## config.mk

```make
export PLATFORM = sky130hd
export DESIGN_NAME = gray_counter
export DESIGN_NICKNAME = d
export VERILOG_FILES = /design/src/rtl/gray_counter_pkg.sv /design/src/rtl/gray_enc.sv /design/src/rtl/gray_counter.sv
export SDC_FILE = /design/constraint.sdc
export NUM_CORES = 1
export LEC_CHECK = 0
export CAP_MARGIN = 20
export CORE_UTILIZATION = 55
export DETAILED_ROUTE_END_ITERATION = 6
export PLACE_DENSITY = 0.81
export SLEW_MARGIN = 20
export SYNTH_ARGS = -nofsm -noshare
export SYNTH_HDL_FRONTEND = slang
export SYNTH_SLANG_ARGS = --single-unit
```

## constraint.sdc

```tcl
create_clock -name clk -period 3.4 [get_ports clk]
set_clock_uncertainty 0.15 [all_clocks]
set_input_delay 0.68 -clock clk [delete_from_list [all_inputs] [get_ports clk]]
set_output_delay 0.68 -clock clk [all_outputs]
set_load 0.05 [all_outputs]
```

## src/rtl/gray_counter_pkg.sv

```systemverilog
// Shared constants and the binary-to-Gray conversion used across the Gray counter.
package gray_counter_pkg;

  localparam int GRAY_DEFAULT_WIDTH = 8;
  localparam int GRAY_MAX_WIDTH     = 64;

  function automatic logic [GRAY_MAX_WIDTH-1:0] bin2gray(input logic [GRAY_MAX_WIDTH-1:0] bin);
    return bin ^ (bin >> 1);
  endfunction

endpackage

```

## src/rtl/gray_enc.sv

```systemverilog
// Combinational WIDTH-bit binary-to-Gray encoder; zero latency, no flow control.
module gray_enc
  import gray_counter_pkg::*;
#(
  parameter int WIDTH = GRAY_DEFAULT_WIDTH
) (
  input  logic [WIDTH-1:0] bin_i,
  output logic [WIDTH-1:0] gray_o
);

  // Widen into the package function, then keep only the live bits.
  assign gray_o = WIDTH'(bin2gray(GRAY_MAX_WIDTH'(bin_i)));

endmodule

```

## src/rtl/gray_counter.sv

```systemverilog
// Gray-coded up counter with a registered one-cycle wrap pulse; 1-cycle latency, no backpressure.
// Defining GRAY_COUNTER_BIN_OUT_EN adds count_bin, the registered binary count aligned with count.
module gray_counter
  import gray_counter_pkg::*;
#(
  parameter int WIDTH = GRAY_DEFAULT_WIDTH
) (
  input  logic             clk,
  input  logic             rst,
  input  logic             count_en,
  input  logic             count_clr,
  output logic [WIDTH-1:0] count,
  output logic             overflow
`ifdef GRAY_COUNTER_BIN_OUT_EN
  ,
  output logic [WIDTH-1:0] count_bin
`endif
);

  logic [WIDTH-1:0] bin_q;
  logic [WIDTH-1:0] bin_d;
  logic [WIDTH-1:0] count_q;
  logic [WIDTH-1:0] count_d;
  logic             ovf_q;
  logic             ovf_d;

  // Clear beats enable; the wrap pulse only fires on an incrementing edge.
  always_comb begin
    bin_d = bin_q;
    ovf_d = 1'b0;
    if (count_clr) begin
      bin_d = '0;
    end else if (count_en) begin
      bin_d = bin_q + WIDTH'(1'b1);
      ovf_d = &bin_q;
    end
  end

  gray_enc #(
    .WIDTH (WIDTH)
  ) u_gray_enc (
    .bin_i  (bin_d),
    .gray_o (count_d)
  );

  always_ff @(posedge clk) begin
    if (rst) begin
      bin_q   <= '0;
      count_q <= '0;
      ovf_q   <= 1'b0;
    end else begin
      bin_q   <= bin_d;
      count_q <= count_d;
      ovf_q   <= ovf_d;
    end
  end

  assign count    = count_q;
  assign overflow = ovf_q;
`ifdef GRAY_COUNTER_BIN_OUT_EN
  assign count_bin = bin_q;
`endif

endmodule

```

==> out/summary.txt, run 1 <==
Switching Fraction -> 21.6%
post-DR wirelength/cell -> 12.0 µm
worst r2r path cells -> 5
synthesis-stage register bit count -> 16
Clock Pin Slew Worst Setup and Hold Paths -> 0.09 ns
setup ws final -> 1.05 ns
Starting Density -> 62.9%
synth cell count leaders -> 16 x dfxtp_1, 15 x nor2_1, 9 x xnor2_1
detailed-route wire length -> 1460 µm
Setup Buffers After CTS -> 0
post-route ant nets -> 0
syn nets -> 103
total of max-cap violations -> 0
Post-route DRC -> 0
category of the most critical setup path -> primary input to flop
crit path from -> count_en
reg-to-reg critical path endpoint -> count[3]$_SDFF_PP0_
post-layout net count -> 112
worst hold margin -> 0.349 ns
Layout area overhead -> 14.2%
CP max FO -> 13
GR Util All Layers -> 19.0%
TritonRoute pass-1 iters -> 4
Initial DRC Count -> 12
R2R setup slack -> 1.39 ns
register area share after synthesis -> 36.8%
Total Negative Setup Slacks -> 0 ns
leak pwr -> 0.000343 µW
Arr. time, crit path -> 2.38 ns
Via density -> 5.57
CP cell instances -> clkdlybuf4s50_1 > and2_1 > o21ai_1 > a2bb2oi_2 > mux2_4
vias -> 674
share of the synthesized area in the top cell type -> 36.8%
Worst setup EP type -> flop
Fill cells -> 108
most area-consuming cells after synthesis -> dfxtp_1 37%, xnor2_1 9.1%, nor2_1 6.5%
synthesized area -> 870 µm²
Worst Setup EP -> count[3]$_SDFF_PP0_
Pwr per Cell Area -> 340 nW/µm²
CTS Hold Bufs -> 0
RSZ-0062 raised after global routing -> false
layout cells sized above 1 -> 12.3%
dpl cell area -> 957 µm²
Core Area -> 1380 µm²
Crit-path slowest cell -> clkdlybuf4s50_1
status -> completed
yosys warns -> 0
asr flop ratio synth -> 0%
CTS buffer count -> 3
VDD IR-drop max -> 0.195 mV
Overflow after GRT -> 0
Num Clock Sinks -> 16
Post-synth top flop -> dfxtp_1
Clock Latency Late Sink -> 0.28 ns
clk buf depth -> 2
Max stage delay on crit path -> 0.72 ns
Synth cell types -> 37
fin. max-slew vios -> 0
IO Port Bufs -> 12
type of element launching the critical path -> primary input
htree depth -> 1
full die area -> 1740 µm²
Flop pwr share -> 56.6%
RD Place Congestion -> 0.862
Hold Fails Final Rpt -> 0
relative slew slack -> 66.9%
cell count after synthesis -> 98
fmax -> 425 MHz
HP Class -> flop to flop
Int Power -> 265 µW
clock root buffer -> clkbuf_4
Net Switching -> 73.0 µW
die height -> 41.8 µm
worst r2r src -> bin_q[0]$_SDFF_PP0_
HPWL Detailed -> 1080 µm
Comb power frac -> 7.1%
IO Count -> 13
Die Wd -> 41.8 µm
first-pass GRT wire length -> 2620 µm
post-route cell area -> 993 µm²
Min Clock Period, post-route -> 2.35 ns
Critical Path RT -> 3.43 ns
count leader, synth -> dfxtp_1
Mean Syn Cell Area -> 8.87 µm²
vias in the first global route -> 601
row count -> 13
post-CTS sizing -> 0
largest area contributor in the netlist -> dfxtp_1
Clock power frac -> 36.3%
Worst-Margin Slew -> 0.496 ns
initial antenna violation count -> 0
total power -> 338 µW
CTS tree -> done
Diodes inserted -> 0
number of synthesized flops with an enable pin -> 0
post-route clock period utilization -> 69.2%
# setup viols final -> 0
dpl ws -> 0.751 ns
largest net degree at the start of global routing -> 19
==> power by group through the flow <==
stage	combinational (µW)	sequential, µW	clock (µW)
floorplan	14.2	199	0
global placement	23.6	196	0
detailed placement	24.0	196	0
CTS	24.2	191	125
global route	26.3	192	134
finish	24.0	191	122
==> metrics by stage <==
step | cells | utilization (%)
5_1_grt | 121 | 71.9
6_report | 121 | 71.9
2_1_floorplan | 98 | -
4_1_cts | 121 | 71.9
3_3_place_gp | 117 | 69.2
3_5_place_dp | 117 | 69.2
==> layer usage <==
layer | wire (µm) | track usage, % | up-vias
li1 | - | - | 354
met1 | 702 | 26.5 | 298
met2 | 678 | 29.4 | 20
met3 | 67 | 3.91 | 2
met4 | 6 | 5.81 | 0
met5 | 0 | 0 | -
==> cells in the final DEF (no fill, tap or decap), drive strengths merged, types with 4 or more instances in the layout <==
cell type | netlist | routed
nor2 | 15 | 15
nand2 | 5 | 5
dfxtp | 16 | 16
xnor2 | 9 | 9
a21oi | 5 | 5
clkdlybuf4s50 | 0 | 12
clkbuf | 3 | 4
nand3 | 5 | 5
o21ai | 5 | 5
==> state kept, by name, summed over array words and instances (netlist names) <==
signal,count
count,7
bin_q,8
overflow,1
==> critical path: cells and delay by family <==
kind            cells  cell delay (ns)
compound gates      2             0.31
simple gates        1             0.37
buf+inv             1             0.72
mux                 1             0.30
==> worst min-delay path by stage <==
| stage | start | to | depth (start not counted) |
|---|---|---|---|
| floorplan | bin_q[6]$_SDFF_PP0_ | overflow$_SDFF_PP0_ | 2 |
| detailed placement | bin_q[6]$_SDFF_PP0_ | overflow$_SDFF_PP0_ | 2 |
| global route | bin_q[6]$_SDFF_PP0_ | overflow$_SDFF_PP0_ | 2 |
| finish | bin_q[6]$_SDFF_PP0_ | overflow$_SDFF_PP0_ | 2 |
| CTS | bin_q[6]$_SDFF_PP0_ | overflow$_SDFF_PP0_ | 2 |
| global placement | bin_q[6]$_SDFF_PP0_ | overflow$_SDFF_PP0_ | 2 |
==> logic make-up (layout without fill, tap and decap cells) <==
family	count (synthesis)	count (layout)	synth area share, %
buffers and inverters	11	19	7.19
and+or+nand+nor	38	38	23.3
AOI/OAI and AO/OA	16	16	12.8
DFF	16	16	36.8
xor gates and xnor gates	11	11	11.1
muxes	5	5	7.34
adders and majority gates	1	1	1.44
==> cell type report <==
cell class                 count  area (µm²)  share of cell area (%)
clock buffer                   4        36.3                    3.65
inverter                       3        11.3                    1.13
multi-input combinational     71         487                    49.0
sequential                    16         320                    32.2
tap                           15        18.8                    1.89
timing repair buffer          12         120                    12.1
No activity file was read; power rests on OpenSTA's default activity.
==> run 2, diff against run 1 <==
Settings changed: CORE_UTILIZATION 55 to 51, PLACE_DENSITY 0.81 to 0.76.
Clock period 3.4 ns to 2.4 ns, I/O delays scaled along.
==> out/summary.txt, run 2 (same netlist as run 1, synthesis figures left out) <==
IO Count -> 13 (unchanged)
Worst setup EP type -> primary output
Via density -> 5.59 (+0.27%)
Initial DRC Count -> 20 (+8)
Biggest register -> bin_q
dpl ws -> 0.0821 ns (-0.669 ns)
Setup Buffers After CTS -> 0 (unchanged)
CTS tree -> done
post-CTS sizing -> 0 (unchanged)
max FFs per register -> 8 (unchanged)
total power -> 445 µW (+32%)
RSZ-0062 raised after global routing -> false
HPWL Detailed -> 1180 µm (+9.0%)
CP cell instances -> clkdlybuf4s50_1
total of max-cap violations -> 0 (unchanged)
vias -> 687 (+1.9%)
Arr. time, crit path -> 1.44 ns (-0.94 ns)
Die Wd -> 43.3 µm (+3.7%)
detailed-route wire length -> 1630 µm (+12%)
Diodes inserted -> 0 (unchanged)
met2 routed WL -> 828 µm (+22%)
die height -> 43.3 µm (+3.7%)
post-DR wirelength/cell -> 13.3 µm (+10%)
Min Clock Period, post-route -> 2.07 ns
HP Class -> flop to flop
post-route ant nets -> 0 (unchanged)
Clock Latency Late Sink -> 0.28 ns (about the same)
worst path bufs/invs -> 1 (unchanged)
CTS buffer count -> 3 (unchanged)
Post-route DRC -> 0 (unchanged)
Total Negative Setup Slacks -> 0 ns (unchanged)
VDD IR-drop max -> 0.456 mV (+130%)
Pwr per Cell Area -> 447 nW/µm² (+31%)
fin util -> 64.6% (-7.2 points)
Crit-path slowest cell -> clkdlybuf4s50_1
first-pass GRT wire length -> 2860 µm (+9.2%)
clock root buffer -> clkbuf_4
GR Util All Layers -> 20.7% (+1.7 points)
leak pwr -> 0.000346 µW (+0.90%)
Overflow after GRT -> 0 (unchanged)
setup ws final -> 0.327 ns (-0.719 ns)
vias in the first global route -> 654 (+8.8%)
category of the most critical setup path -> flop to primary output
Critical Path RT -> 1.77 ns (-1.66 ns)
row count -> 14 (+1)
Worst-Margin Slew -> 0.490 ns (-0.00524 ns)
initial antenna violation count -> 0 (unchanged)
commonest non-fill, non-tap cell in the layout -> dfxtp_1
Hold Fails Final Rpt -> 0 (unchanged)
CTS Hold Bufs -> 0 (unchanged)
# setup viols final -> 0 (unchanged)
htree depth -> 1 (unchanged)
Starting Density -> 56.4% (-6.5 points)
DRT met1 WL -> 685 µm (-2.4%)
clk buf depth -> 2 (unchanged)
Layout area overhead -> 14.5%
post-layout net count -> 114 (+1.8%)
fin. max-slew vios -> 0 (unchanged)
Core Area -> 1540 µm² (+11%)
Clock Pin Slew Worst Setup and Hold Paths -> 0.08 ns (about the same)
largest net degree at the start of global routing -> 19 (unchanged)
crit-path leading delay family -> buffers and inverters
Max stage delay on crit path -> 0.80 ns (+0.08 ns)
most frequent cells in the layout -> 16 x dfxtp_1, 15 x nor2_1, 12 x clkdlybuf4s50_1
TritonRoute pass-1 iters -> 4 (unchanged)
relative slew slack -> 67.2% (+0.35 points)
CP max FO -> 3 (-10)
routed length on met3 -> 82 µm (+22%)
post-route clock period utilization -> 86.4%
Num Clock Sinks -> 16 (unchanged)
IO Port Bufs -> 12 (unchanged)
layout cells sized above 1 -> 13.1% (+0.82 points)
full die area -> 1870 µm² (+7.5%)
Top Layer Used -> met4
type of element launching the critical path -> flop
status -> completed
fmax -> 482 MHz
RD Place Congestion -> 0.828 (-4.0%)
[run 2: routing by layer]
metal / vias to the layer above / track usage [%]
li1: 350 / -
met3: 6 / 6.81
met5: - / 0
met1: 314 / 23.0
met4: 0 / 9.09
met2: 17 / 35.5
[run 2: final timing paths]
path                       startpoint                   to  slack [ns]  depth (start not counted)
setup / recovery  bin_q[7]$_SDFF_PP0_             count[7]        0.33                          1
hold / removal    bin_q[6]$_SDFF_PP0_  overflow$_SDFF_PP0_        0.34                          2
hold reg to reg   bin_q[6]$_SDFF_PP0_  overflow$_SDFF_PP0_        0.34                          2
setup reg to reg  bin_q[0]$_SDFF_PP0_  count[6]$_SDFF_PP0_        0.35                          5
[run 2: layout make-up]
cell class              instances  area [µm²]
fillers                       133         546
repair buffers                 14         135
clock buffers                   3        22.5
inverters                       3        11.3
flip-flops and latches         16         320
multi-input cells              71         487
well taps                      16        20.0
[run 2: where the power goes]
part | switching [µW] | internal (µW) | leakage, µW
Sequential | 2.96 | 268 | 0.000129
Combinational | 20.2 | 15.8 | 0.000203
Clock | 79.8 | 58.3 | 0.0000138
[run 2: metrics by stage]
stage / cell area, µm² / instances / hold slack [ns]
4_1_cts: 996 / 123 / 0.346
5_1_grt: 996 / 123 / 0.375
3_3_place_gp: 973 / 120 / 0.327
2_1_floorplan: 870 / 98 / 0.302
6_report: 996 / 123 / 0.345
3_5_place_dp: 973 / 120 / 0.333
==> run 3, diff against run 2 <==
Settings changed: GPL_TIMING_DRIVEN set to 0.
==> out/summary.txt, run 3 (same netlist as run 1, synthesis figures left out) <==
status -> completed
Comb power frac -> 7.6% (-0.5 points)
vias in the first global route -> 693 (+6.0%)
Clock Pin Slew Worst Setup and Hold Paths -> 0.10 ns (+0.02 ns)
detailed-route wire length -> 1630 µm (-0.18%)
CTS buffer count -> 3 (unchanged)
post-route clock period utilization -> 91.0% (+4.6 points)
post-route cell area -> 1050 µm² (+5.0%)
die height -> 43.3 µm (unchanged)
R2R setup slack -> 0.41 ns (+0.06 ns)
dpl cell area -> 1010 µm² (+3.7%)
Post-route DRC -> 0 (unchanged)
Biggest register -> bin_q
Worst setup EP type -> primary output
clk buf depth -> 2 (unchanged)
placed cell count -> 126 (+5.0%)
met3 Use GR -> 3.83% (-3.0 points)
Critical Path RT -> 1.77 ns (about the same)
Num Clock Sinks -> 16 (unchanged)
Min Clock Period, post-route -> 2.18 ns (+0.111 ns)
relative slew slack -> 66.9% (-0.30 points)
Die Wd -> 43.3 µm (unchanged)
crit-path leading delay family -> buffers and inverters
Crit-path slowest cell -> clkdlybuf4s50_1
IO Count -> 13 (unchanged)
Total Negative Setup Slacks -> 0 ns (unchanged)
leak pwr -> 0.000378 µW (+9.2%)
fin. max-slew vios -> 0 (unchanged)
layout cells sized above 1 -> 16.7% (+3.6 points)
Switching Fraction -> 23.9% (+0.75 points)
max FFs per register -> 8 (unchanged)
HP Class -> flop to flop
post-layout net count -> 120 (+5.3%)
worst path bufs/invs -> 2 (+1)
vias -> 732 (+6.6%)
met1 Track Usage GR -> 21.9% (-1.1 points)
type of element launching the critical path -> flop
CTS tree -> done
largest net degree at the start of global routing -> 11 (-8)
RD Place Congestion -> 0.849 (+2.6%)
htree depth -> 1 (unchanged)
Via density -> 5.63 (+0.81%)
grt met2 use -> 35.5% (unchanged)
Initial DRC Count -> 16 (-20%)
Overflow after GRT -> 0 (unchanged)
row count -> 14 (unchanged)
CTS Hold Bufs -> 0 (unchanged)
Net Switching -> 118 µW (+15%)
Starting Density -> 56.4% (unchanged)
TritonRoute pass-1 iters -> 5 (+1)
Worst-Margin Slew -> 0.495 ns (+0.00455 ns)
GR Util All Layers -> 19.5% (-1.2 points)
Clock Latency Late Sink -> 0.30 ns (+0.02 ns)
RSZ-0062 raised after global routing -> false
fin cells -> 130 (+5.7%)
full die area -> 1870 µm² (unchanged)
Int Power -> 378 µW (+10%)
initial antenna violation count -> 0 (unchanged)
category of the most critical setup path -> flop to primary output
HPWL Detailed -> 1180 µm (about the same)
Pwr per Cell Area -> 474 nW/µm² (+6.1%)
Arr. time, crit path -> 1.55 ns (+0.11 ns)
IO Port Bufs -> 12 (unchanged)
CP cell instances -> buf_4 > clkdlybuf4s50_1
Diodes inserted -> 0 (unchanged)
post-route ant nets -> 0 (unchanged)
first-pass GRT wire length -> 2790 µm (-2.4%)
Core Area -> 1540 µm² (unchanged)
Max stage delay on crit path -> 0.78 ns (-0.02 ns)
CP max FO -> 3 (unchanged)
clock root buffer -> clkbuf_4
most frequent cells in the layout -> 16 x dfxtp_1, 15 x nor2_1, 12 x clkdlybuf4s50_1
post-CTS sizing -> 0 (unchanged)
Flop pwr share -> 54.6% (-6.3 points)
total of max-cap violations -> 0 (unchanged)
commonest non-fill, non-tap cell in the layout -> dfxtp_1
post-DR wirelength/cell -> 12.5 µm (-5.6%)
grt peak-use layer -> met2
Setup Buffers After CTS -> 0 (unchanged)
Hold Fails Final Rpt -> 0 (unchanged)
fmax -> 458 MHz (-5.1%)
VDD IR-drop max -> 0.287 mV (-37%)
Clock power frac -> 37.8% (+6.8 points)
Layout area overhead -> 20.3%
# setup viols final -> 0 (unchanged)
## run 3: tightest hold or removal path, delay by kind of cell, from the launching register on
family           cells  cell delay [ns]
flip-flops           1             0.35
AND/OR/NAND/NOR      2             0.10
## run 3: area by class of cell
class	count	area, µm²
repair buffers	12	120
flip-flops and latches	16	320
inverters	3	11.3
plain buffers	8	51.3
well taps	16	20.0
clock buffers	4	36.3
fillers	129	495
multi-input cells	71	487
## run 3: metrics by stage
| stage | total power, µW | util (%) | hold slack, ns | setup slack (ns) |
|---|---|---|---|---|
| 2_1_floorplan | 302 | - | 0.302 | 0.615 |
| 3_3_place_gp | 314 | 65.5 | 0.312 | 0.225 |
| 3_5_place_dp | 315 | 65.5 | 0.318 | 0.139 |
| 4_1_cts | 493 | 67.9 | 0.332 | 0.223 |
| 5_1_grt | 508 | 67.9 | 0.367 | 0.179 |
| 6_report | 496 | 67.9 | 0.335 | 0.216 |
## run 3: worst paths after layout
kind | endpoint | cells after the start | from
worst max-delay path | count[7] | 2 | bin_q[7]$_SDFF_PP0_
worst min register to register | overflow$_SDFF_PP0_ | 2 | bin_q[6]$_SDFF_PP0_
worst min-delay path | overflow$_SDFF_PP0_ | 2 | bin_q[6]$_SDFF_PP0_
worst max register to register | count[3]$_SDFF_PP0_ | 6 | bin_q[0]$_SDFF_PP0_
## run 3: power groups by stage
stage / combinational [µW] / sequential [µW] / clock (µW)
after floorplan: 20.1 / 282 / 0
after global placement: 36.9 / 277 / 0
after detailed placement: 37.8 / 277 / 0
after CTS: 37.9 / 271 / 184
after global routing: 40.9 / 271 / 196
final: 37.5 / 271 / 188
## run 3: layer usage
metal  vias to the layer above  wire [µm]
met5                         -          0
met4                         0         33
met3                         7         60
met2                        23        797
met1                       336        740
li1                        366          -
